===== config.mk =====
export PLATFORM = sky130hd
export DESIGN_NAME = spi_byte_engine
export DESIGN_NICKNAME = d
export VERILOG_FILES = /design/src/rtl/spi_byte_engine_pkg.sv /design/src/rtl/spi_byte_engine_sync.sv /design/src/rtl/spi_byte_engine.sv
export SDC_FILE = /design/constraint.sdc
export NUM_CORES = 1
export LEC_CHECK = 0
export ABC_CLOCK_PERIOD_IN_PS = 1600
export CAP_MARGIN = 0
export CORE_MARGIN = 4
export CORE_UTILIZATION = 49
export CTS_BUF_LIST = sky130_fd_sc_hd__clkbuf_4 sky130_fd_sc_hd__clkbuf_8
export CTS_CLUSTER_DIAMETER = 120
export DETAILED_ROUTE_END_ITERATION = 16
export PLACE_DENSITY = 0.89
export SYNTH_ARGS = -nofsm -noshare
export SYNTH_HDL_FRONTEND = slang
export SYNTH_SLANG_ARGS = --single-unit

===== constraint.sdc =====
create_clock -name clk -period 1.6 [get_ports clk]
set_input_delay 0.32 -clock clk [delete_from_list [all_inputs] [get_ports clk]]
set_output_delay 0.32 -clock clk [all_outputs]
set_load 0.01 [all_outputs]

===== src/rtl/spi_byte_engine_pkg.sv =====
// Shared definitions for the SPI byte engine: FSM encoding, CRC-8 constants and helper.
// The CRC helper is only referenced when SPI_FRAME_CRC_EN is defined.
package spi_byte_engine_pkg;

  typedef enum logic {
    ST_IDLE   = 1'b0,
    ST_ACTIVE = 1'b1
  } state_e;

  localparam logic [7:0] CRC8_POLY = 8'h07;
  localparam logic [7:0] CRC8_INIT = 8'h00;
  localparam int         DEF_IDXW  = 5;
  localparam int         DEF_SYNC  = 2;

  // One full byte through CRC-8, MSB first.
  function automatic logic [7:0] crc8_byte(input logic [7:0] crc, input logic [7:0] data);
    logic [7:0] c;
    c = crc ^ data;
    for (int i = 0; i < 8; i++) begin
      c = c[7] ? ({c[6:0], 1'b0} ^ CRC8_POLY) : {c[6:0], 1'b0};
    end
    return c;
  endfunction

endpackage


===== src/rtl/spi_byte_engine_sync.sv =====
// Synchroniser for one asynchronous SPI line plus single-cycle rise/fall pulses.
// Flops reset to 0 so a line already low at reset release never produces a fall.
module spi_sync_edge
  import spi_byte_engine_pkg::*;
#(
  parameter int SYNC = DEF_SYNC
) (
  input  logic clk,
  input  logic rst,
  input  logic async_i,
  output logic rise_o,
  output logic fall_o
);

  logic [SYNC-1:0] sync_q;
  logic            prev_q;

  always_ff @(posedge clk) begin
    if (rst) begin
      sync_q <= '0;
      prev_q <= 1'b0;
    end else begin
      sync_q <= {sync_q[SYNC-2:0], async_i};
      prev_q <= sync_q[SYNC-1];
    end
  end

  assign rise_o = sync_q[SYNC-1] & ~prev_q;
  assign fall_o = ~sync_q[SYNC-1] & prev_q;

endmodule


===== src/rtl/spi_byte_engine.sv =====
// SPI-slave (mode 0, MSB first) byte layer: indexed rx bytes, indexed tx readback, frame pulses.
// Define SPI_FRAME_CRC_EN to check a trailing CRC-8 byte and report it on crc_ok.
module spi_byte_engine
  import spi_byte_engine_pkg::*;
#(
  parameter int IDXW = DEF_IDXW,
  parameter int SYNC = DEF_SYNC
) (
  input  logic            clk,
  input  logic            rst,
  input  logic            SCK,
  input  logic            SSEL,
  input  logic            MOSI,
  output logic            MISO,
  output logic [7:0]      rx_byte,
  output logic [IDXW-1:0] rx_idx,
  output logic            rx_valid,
  output logic [IDXW-1:0] tx_idx,
  input  logic [7:0]      tx_data,
  output logic            frame_start,
  output logic            frame_end,
  output logic            frame_err,
  output logic            crc_ok,
  output logic            active
);

  localparam logic [IDXW-1:0] IDX_MAX = {IDXW{1'b1}};
  localparam logic [IDXW-1:0] IDX_ONE = {{(IDXW-1){1'b0}}, 1'b1};

  logic sck_rise, sck_fall, ssel_rise, ssel_fall;

  spi_sync_edge #(.SYNC(SYNC)) u_sck_sync (
    .clk(clk), .rst(rst), .async_i(SCK), .rise_o(sck_rise), .fall_o(sck_fall)
  );

  spi_sync_edge #(.SYNC(SYNC)) u_ssel_sync (
    .clk(clk), .rst(rst), .async_i(SSEL), .rise_o(ssel_rise), .fall_o(ssel_fall)
  );

  // Same depth as the SCK synchroniser, so mosi_s is the level captured with the detected rise.
  logic [SYNC-1:0] mosi_sync_q;
  logic            mosi_s;

  always_ff @(posedge clk) begin
    if (rst) mosi_sync_q <= '0;
    else     mosi_sync_q <= {mosi_sync_q[SYNC-2:0], MOSI};
  end

  assign mosi_s = mosi_sync_q[SYNC-1];

  state_e          state_q;
  logic [2:0]      bit_cnt_q;
  logic [IDXW-1:0] byte_idx_q;
  logic [1:0]      load_cnt_q;
  logic            byte_done_q;
  logic [6:0]      rx_sr_q;
  logic [7:0]      tx_sr_q;
  logic [7:0]      rx_byte_q;
  logic [IDXW-1:0] rx_idx_q;
  logic            rx_valid_q, frame_start_q, frame_end_q, frame_err_q, crc_ok_q;
  logic [7:0]      rx_full;
`ifdef SPI_FRAME_CRC_EN
  logic [7:0]      crc_q;
`endif

  assign rx_full = {rx_sr_q, mosi_s};

  always_ff @(posedge clk) begin
    if (rst) begin
      state_q       <= ST_IDLE;
      bit_cnt_q     <= 3'd0;
      byte_idx_q    <= '0;
      load_cnt_q    <= 2'd0;
      byte_done_q   <= 1'b0;
      rx_sr_q       <= 7'd0;
      tx_sr_q       <= 8'd0;
      rx_byte_q     <= 8'd0;
      rx_idx_q      <= '0;
      rx_valid_q    <= 1'b0;
      frame_start_q <= 1'b0;
      frame_end_q   <= 1'b0;
      frame_err_q   <= 1'b0;
      crc_ok_q      <= 1'b0;
`ifdef SPI_FRAME_CRC_EN
      crc_q         <= CRC8_INIT;
`endif
    end else begin
      rx_valid_q    <= 1'b0;
      frame_start_q <= 1'b0;
      frame_end_q   <= 1'b0;
      frame_err_q   <= 1'b0;
      crc_ok_q      <= 1'b0;
      case (state_q)
        ST_IDLE: begin
          if (ssel_fall) begin
            state_q       <= ST_ACTIVE;
            frame_start_q <= 1'b1;
            bit_cnt_q     <= 3'd0;
            byte_idx_q    <= '0;
            load_cnt_q    <= 2'd2;
            byte_done_q   <= 1'b0;
`ifdef SPI_FRAME_CRC_EN
            crc_q         <= CRC8_INIT;
`endif
          end
        end
        ST_ACTIVE: begin
          // Give downstream two cycles to present tx_data for index 0.
          if (load_cnt_q != 2'd0) begin
            load_cnt_q <= load_cnt_q - 2'd1;
            if (load_cnt_q == 2'd1) tx_sr_q <= tx_data;
          end
          if (ssel_rise) begin
            state_q     <= ST_IDLE;
            frame_end_q <= 1'b1;
            frame_err_q <= (bit_cnt_q != 3'd0);
`ifdef SPI_FRAME_CRC_EN
            crc_ok_q    <= (bit_cnt_q == 3'd0) && (crc_q == 8'h00);
`else
            crc_ok_q    <= (bit_cnt_q == 3'd0);
`endif
            bit_cnt_q   <= 3'd0;
            load_cnt_q  <= 2'd0;
            byte_done_q <= 1'b0;
            tx_sr_q     <= 8'd0;
          end else if (sck_rise) begin
            rx_sr_q   <= rx_full[6:0];
            bit_cnt_q <= bit_cnt_q + 3'd1;
            if (bit_cnt_q == 3'd7) begin
              rx_valid_q  <= 1'b1;
              rx_byte_q   <= rx_full;
              rx_idx_q    <= byte_idx_q;
              byte_done_q <= 1'b1;
              if (byte_idx_q != IDX_MAX) byte_idx_q <= byte_idx_q + IDX_ONE;
`ifdef SPI_FRAME_CRC_EN
              crc_q       <= crc8_byte(crc_q, rx_full);
`endif
            end
          end else if (sck_fall) begin
            if (byte_done_q) begin
              tx_sr_q     <= tx_data;
              byte_done_q <= 1'b0;
            end else begin
              tx_sr_q <= {tx_sr_q[6:0], 1'b0};
            end
          end
        end
        default: state_q <= ST_IDLE;
      endcase
    end
  end

  assign MISO        = tx_sr_q[7];
  assign rx_byte     = rx_byte_q;
  assign rx_idx      = rx_idx_q;
  assign rx_valid    = rx_valid_q;
  assign tx_idx      = byte_idx_q;
  assign frame_start = frame_start_q;
  assign frame_end   = frame_end_q;
  assign frame_err   = frame_err_q;
  assign crc_ok      = crc_ok_q;
  assign active      = (state_q == ST_ACTIVE);

endmodule


Word-level counts from Yosys, hierarchy flattened:

Index checks and enable logic that the tools add are counted.

* output and inout bits: 25
* input bits: 13
* register bits after elaboration: 53
* logic and storage cells: 89

* $add $sub $neg: 3
* bitwise operators: 11
* multiplexer cells: 31
* equal/unequal tests: 12
* reductions and logical operators: 13

Operators with widths (count)
* $mux 8: 6
* $mux 5: 5
* $pmux 5 s2: 1
* $mux 1: 9
* $mux 3: 3
* $not 1->1: 7
* $mux 2: 3
* $ne 2x2->1 const B: 3
* $pmux 3 s2: 1
* $reduce_and 3->1: 2
* $add 5x1->5 const B: 1
* $ne 5x5->1 const B: 1
* $reduce_and 5->1: 1
* $and 1x1->1: 4
* $ne 2x1->1 const B: 2
* $ne 4x3->1 const B: 1
* $ne 4x4->1 const B: 1
* $pmux 1 s2: 2
* $pmux 2 s2: 1
* $reduce_and 2->1: 2
* $reduce_and 4->1: 1
* $reduce_or 2->1: 2
* $reduce_or 4->1: 1
* $add 3x1->3 const B: 1
* other kinds (9): 9

Depth between registers and ports, before layout:

Gate-level depths: netlist of run 1.

* depth after elaboration: 6
* mapped depth: 8
* mapped depth without buffers: 6

Cells and area by module:

From an unflattened synthesis of run 1, not the netlist that was laid out.

* cell total of the unflattened synthesis: 248
* area total of the unflattened synthesis: 2250.9 um^2

Modules (own cells, without submodules)
* spi_byte_engine: area an instance 2068.2 um^2, times used 1, cells each 232
* spi_sync_edge: area an instance 91.3 um^2, times used 2, cells each 8

Least setup slack after synthesis of run 1:

OpenSTA, ideal clock, no wires.

* path type: flip-flop to flip-flop
* from: reg byte_idx_q[0], in the netlist tx_idx[0]
* to: reg byte_idx_q[3], in the netlist tx_idx[3]
* clock period less this slack: 1.698 ns
* buffers on the path: 0
* cell stages (with the launch flop): 7
* slack: -0.098 ns
* arrival: 1.579 ns
* library setup time: 0.119 ns
* cells stage by stage: dfxtp_1 -> ha_1 -> and3_1 -> ha_1 -> nor4_4 -> nand4_1 -> mux2i_1

* cells in the longest elaborated chain, start to end: 6
* elaborated cells between the ends (all ways): 9
* classes of those cells: add/sub (1); eq/ne (2); mux (5); reduce/logical (1)

Ends and longest elaborated chain
* from (decl): line spi_byte_engine.sv:53 `logic [IDXW-1:0] byte_idx_q;`
* from (signal assigned): line spi_byte_engine.sv:134 `if (byte_idx_q != IDX_MAX) byte_idx_q <= byte_idx_q + IDX_ONE;`
* $add 5x1->5: line spi_byte_engine.sv:134
* $mux 5: line spi_byte_engine.sv:134
* $mux 5: line spi_byte_engine.sv:129 `if (bit_cnt_q == 3'd7) begin`
* $mux 5: line spi_byte_engine.sv:126 `end else if (sck_rise) begin`
* $mux 5: line spi_byte_engine.sv:113 `if (ssel_rise) begin`
* $pmux 5 s2: line spi_byte_engine.sv:93 `case (state_q)`

Parallel ways exist; a longest one is shown, timed or not. The select of a mux whose other input is x is not followed.
A chain may end at the register's enable or synchronous reset.

Worst setup path after layout of run 1:

* from: reg bit_cnt_q[0]
* to: reg rx_byte_q[7], in the netlist rx_byte[7]

* cells in the longest elaborated chain, start to end: 2

Ends and longest elaborated chain
* from (decl): line spi_byte_engine.sv:52 `logic [2:0] bit_cnt_q;`
* from (signal assigned): line spi_byte_engine.sv:128 `bit_cnt_q <= bit_cnt_q + 3'd1;`
* $eq 3x3->1: line spi_byte_engine.sv:129
* $reduce_and 4->1 (no source line)
* to (signal assigned): line spi_byte_engine.sv:131 `rx_byte_q <= rx_full;`
* to (decl): line spi_byte_engine.sv:58 `logic [7:0] rx_byte_q;`

No other way between the ends.

==> metrics.txt, run 1 <==
status=complete, but fails checks; failing checks=negative setup slack; crit path buf inv count=1; vias in the first global route=1961; # fillers=between 300 and 400; Seq/Total Area, Yosys=46.77%; CP startpoint=bit_cnt_q[0]; Layout area overhead=39.22%; IO Count=38; endpoints failing setup=4; leading post-synthesis cells by cell area=dfxtp_1 47%, mux2i_1 9.3%, a21oi_1 5.1%, ha_1 4.4%, nor2_1 4.0%; most frequent CP cell=ha_4; nets=326; Max Transition Viols Final=0; Synth Flop Type=dfxtp_1; Synth cell types=34; # DRC=0; Design Area, Final=3158 um^2; peak fanout along the critical path=5; critical path type=flip-flop to flip-flop; RR Startpoint=bit_cnt_q[0]; FMAX=0.6188 GHz; Synth async-reset ratio=0%; hold path depth=1; synthesized area=2268 um^2; Vias/cell=5.573; peak supply drop=roughly 570 uV; crit path capture type=flip-flop; Pre-antenna DRT Iters=4; worst-skew pair later-pin latency=just over 300 ps; grt ovf=0; RD Place Congestion=0.8145; Worst Slack Setup Final=-16.12 ps; CP max stage delay=390 ps; worst slack at placement=-102.0 ps; Hold WC Path Type=flip-flop to flip-flop; CTS tree=done; Max clock buf depth=2; Post-DP Area=2835 um^2; max-cap violations=0; top-count cell post-synth=dfxtp_1; critical path depth=7; via count=between 1500 and 2000; largest net degree at the start of global routing=24; Post-Syn Instances=245; Post-Syn Nets=266; minimum clock period=1616 ps; die footprint=5782 um^2; Synth Warn #=0; period utilization=101.0%; cell family with most CP delay=simple AND/OR/NAND/NOR gates; top-area cell type share of the netlist area=46.77%; DRT antenna net count=0; initial antenna violation count=0; Post-Route WL=5.651 mm; clock root cell=clkbuf_8; RSZ-0062 raised after global routing=yes; CP cell instances=ha_4, ha_4, nand3b_1, or3_4, clkbuf_16, mux2i_1, nor2_1; Reg clk slew, reported paths=90 ps; Design Power=roughly 2.5 mW; Global Route Usage Sum=18.40%; H-tree depth=2; post-DR wirelength/cell=15.78 um; site row count=24; Post-Route Utilization=about 70%; initial DRC count=159; Slowest-stage cell, CP=or3_4; Die X=approximately 76 um; post-DP HPWL=roughly 3.5 mm; share of layout cells above drive strength 1=a little under a quarter; final hold vios=0; WP data required=1800 ps; Post-synth EDFFs=0; Arr. time, crit path=1810 ps; worst hold start=mosi_sync_q[0]; Synth Register Bits=53; Die Y=76.04 um; synth cell count leaders=53 x dfxtp_1, 24 x nor2_1, 23 x a21oi_1; initial core utilization=between 50 and 60%; core area=4414 um^2; max_slew headroom=between 60% and 70%; power per cell area=805.7 nW/um^2; Worst Tran Pin Value=593.8 ps; first-pass GRT wire length=roughly 9 mm; Sink Count=53; leakage=approximately 1.3 nW; leading area contributor after synthesis=dfxtp_1; Num CTS Buffers=5; Avg Synthesized Cell Area=9.259 um^2; I/O Buffers=37; n_diodes=0; Clock Skew=8.990 ps; R2R depth=7; Critical Path Source Type=flip-flop
metal layers:
metal,up-vias,share of wire (%),wire length [um],track usage (%)
met2,73,50,2810,31.68
met5,-,0,0,0
li1,964,-,-,-
met4,0,2.9,163,7.117
met3,19,6.4,364,4.846
met1,939,41,2313,21.63
path summary, 6_finish.rpt:
path | endpoint | slack, ps
worst max-delay path | rx_byte[7] | -20
worst min-delay path | mosi_sync_q[1] | 450
worst max register to register | rx_byte[7] | -20
worst min register to register | mosi_sync_q[1] | 450
where the power goes:
group / switching, mW / internal [mW] / total (mW)
clock: 0.438 / 0.621 / 1.06
sequential: 0.00695 / 1.33 / 1.34
combinational: 0.0778 / 0.0715 / 0.149
total: 0.523 / 2.02 / 2.54
layout by cell type, fill, tap and decap left out, types with 2 or more instances in the layout:
cell,n
and3_1,5
nor2b_1,11
nand3b_1,5
inv_1,7
nand2_1,18
nand2b_1,6
mux2_2,3
nor3_1,3
mux2i_1,20
bufinv_16,2
o211ai_1,2
buf_12,2
nand4_1,2
dfxtp_1,44
a21oi_2,3
ha_4,4
inv_2,2
clkbuf_8,5
dlygate4sd2_1,4
nor2_1,24
dfxtp_2,8
o21ai_0,10
clkdlybuf4s50_1,32
nand3_1,11
buf_4,26
ha_1,3
a21oi_1,20
cells by family (layout without fill, tap and decap cells):
family	Yosys count	in the layout	synth area share (%)
DFF	53	53	46.77
buffers and inverters	23	84	5.295
adders and majority gates	8	8	4.413
AOI/OAI and AO/OA	44	44	11.53
muxes	24	24	10.76
and+or+nand+nor	93	93	21.24
layout make-up:
class,instances,area [um^2],share of cell area [%]
Timing Repair Buffer,67,639.4,20.25
Tap cell,52,65.06,2.060
Clock buffer,5,68.82,2.179
Sequential cell,53,1075,34.03
Inverter,9,33.78,1.070
Clock inverter,3,65.06,2.060
Multi-Input combinational cell,169,1211,38.35
through the flow:
step / setup TNS (ps) / hold slack (ps) / std cells
detailed placement: -233.3 / 432.4 / 345
global route: -1248 / 458.5 / 358
CTS: 0 / 453.8 / 354
floorplan: -143.5 / 413.8 / 245
finish: -26.92 / 449.3 / 358
global placement: -12.88 / 418.0 / 345
state kept, by name (all words and copies together) (netlist names):
| register | flops |
|---|---|
| rx_byte | 8 |
| tx_sr_q | 8 |
| rx_sr_q | 7 |
| rx_idx | 5 |
| tx_idx | 5 |
| bit_cnt_q | 3 |
| load_cnt_q | 2 |
| mosi_sync_q | 2 |
| u_sck_sync.sync_q | 2 |
| u_ssel_sync.sync_q | 2 |
| active | 1 |
| byte_done_q | 1 |
| crc_ok | 1 |
| frame_end | 1 |
| frame_err | 1 |
| frame_start | 1 |
| rx_valid | 1 |
| u_sck_sync.prev_q | 1 |
| u_ssel_sync.prev_q | 1 |
worst register-to-register path, cell delays in order (launching register included):
cell and delay (ps):
dfxtp_4 370, ha_4 140, ha_4 120, nand3b_1 110, or3_4 390, clkbuf_16 180
mux2i_1 140, nor2_1 50
timing repair:
action                                  4_1_cts  5_1_grt
hold buffers                                  0        0
endpoints found under the hold margin         0        0
pin swaps                                     1        9
gates cloned                                  0        1
gates resized for setup                      14       23
buffers inserted                              1        3
endpoints found under the setup margin       31       26
Power figures use the tool's default switching activity.
==> run 2: changes to the inputs <==
- ABC_AREA: default -> 0
==> results of run 2 <==
The final DEF is identical to that of run 1; final timing and power are the same.
==> run 3: changes to the inputs <==
- CTS_CLUSTER_DIAMETER: 120 -> 80
- RECOVER_POWER: default -> 25
==> metrics.txt, run 3 (synthesis gave the netlist of run 1 again) <==
initial core utilization=51.39%; Max Transition Viols Final=0; endpoints failing setup=2; Arr. time, crit path=1810 ps; Logic pwr share=5.8%; Vias/cell=5.575; site row count=24; final hold vios=0; clock group share of total power=41.7%; Layout area overhead=39.05%; DRT antenna net count=0; peak supply drop=about 570 uV; clock root cell=clkbuf_8; nets=around 330; Post-Route WL=between 5 and 6 mm; I/O Buffers=37; post-DR wirelength/cell=15.77 um; Post-DP Area=approximately 2800 um^2; FMAX=0.6189 GHz; n_diodes=0; status=complete, but fails checks; post-DP HPWL=3.528 mm; Max clock buf depth=2; H-tree depth=2; max_slew headroom=60.43%; failing checks=negative setup slack; Pre-antenna DRT Iters=4; Sink Count=53; critical path type=flip-flop to flip-flop; # DRC=0; initial antenna violation count=0; first-pass GRT wire length=about 9 mm; Critical Path Source Type=flip-flop; sw frac=between 20 and 25%; RD Place Congestion=0.8145; CTS tree=done; Sequential Power Share=52.5%; largest net degree at the start of global routing=24; max-cap violations=0; period utilization=101.0%; grt ovf=0; Worst Tran Pin Value=593.6 ps; power per cell area=a little over 800 nW/um^2; minimum clock period=1616 ps; IO Count=38; Internal=between 2 and 2.5 mW; crit path capture type=flip-flop; R2R depth=7; most frequent cells in the layout=45 x dfxtp_1, 31 x clkdlybuf4s50_1, 26 x buf_4; commonest non-fill, non-tap cell in the layout=dfxtp_1; # fillers=302; switching pwr=522.9 uW; leakage=approximately 1.3 nW; WP data required=between 1500 and 2000 ps; Worst Slack Setup Final=-15.74 ps; initial DRC count=144; Clock Skew=between 8 and 9 ps; hold path depth=1; Global Route Usage Sum=18.40%; vias in the first global route=about 2000; via count=1996; core area=about 4400 um^2; Design Area, Final=3154 um^2; Num CTS Buffers=5; Design Power=roughly 2.5 mW; die footprint=just under 6000 um^2; Reg clk slew, reported paths=approximately 90 ps; Die Y=76.04 um; RSZ-0062 raised after global routing=yes; peak fanout along the critical path=5; worst-skew pair later-pin latency=310 ps; Hold WC Path Type=flip-flop to flip-flop; Min Hold Slack=449.3 ps; Die X=about 76 um; hold buffers post-CTS=0; share of layout cells above drive strength 1=a little under a quarter
-- run 3: cell type report --
cell class | instances | area (um^2) | area share (%)
flip-flops and latches | 53 | 1074 | 34.03
inverters | 9 | 33.78 | 1.071
multi-input cells | 169 | 1211 | 38.40
clock buffers | 5 | 68.82 | 2.182
clock inverters | 3 | 65.06 | 2.063
repair buffers | 67 | 636.9 | 20.19
well taps | 52 | 65.06 | 2.063
-- run 3: power groups by stage --
stage / Clock, mW / Sequential (mW) / Combinational [mW]
after global placement: 0 / 1.37 / 0.135
after floorplan: 0 / 1.37 / 0.0644
after global routing: 1.12 / 1.34 / 0.161
final: 1.06 / 1.34 / 0.149
after detailed placement: 0 / 1.37 / 0.138
after CTS: 1.07 / 1.34 / 0.141
-- run 3: worst paths after layout --
check,start,to,slack [ps]
min,mosi_sync_q[0],mosi_sync_q[1],450
max reg2reg,bit_cnt_q[0],rx_byte[7],-20
max,bit_cnt_q[0],rx_byte[7],-20
min reg2reg,mosi_sync_q[0],mosi_sync_q[1],450
-- run 3: routing by layer --
layer	routed length, um	track usage (%)	up-vias
li1	-	-	965
met1	2332	21.63	942
met2	2810	31.68	70
met3	341	4.846	19
met4	163	7.117	0
met5	0	0	-
-- run 3: what timing repair did --
item | 4_1_cts | 5_1_grt
setup buffers | 1 | 3
resized for setup | 14 | 23
pin swaps | 1 | 9
gates cloned | 0 | 1
setup endpoints to repair | 31 | 26
-- run 3: worst max-delay path, stage by stage, from the launching register on --
cell and delay (ps):
dfxtp_4 370, ha_4 140, ha_4 120, nand3b_1 110
or3_4 390, clkbuf_16 180, mux2i_1 140, nor2_1 50
-- run 3: metrics by stage --
stage	TNS, ps	std cells	setup slack, ps	util, %
after floorplan	-143.5	245	-17.95	-
after detailed placement	-233.3	345	-102.0	64.23
after global placement	-12.88	345	-12.88	64.23
after global routing	-1248	358	-92.88	71.46
after CTS	0	354	0.9014	67.97
final	-16.06	358	-15.74	71.46
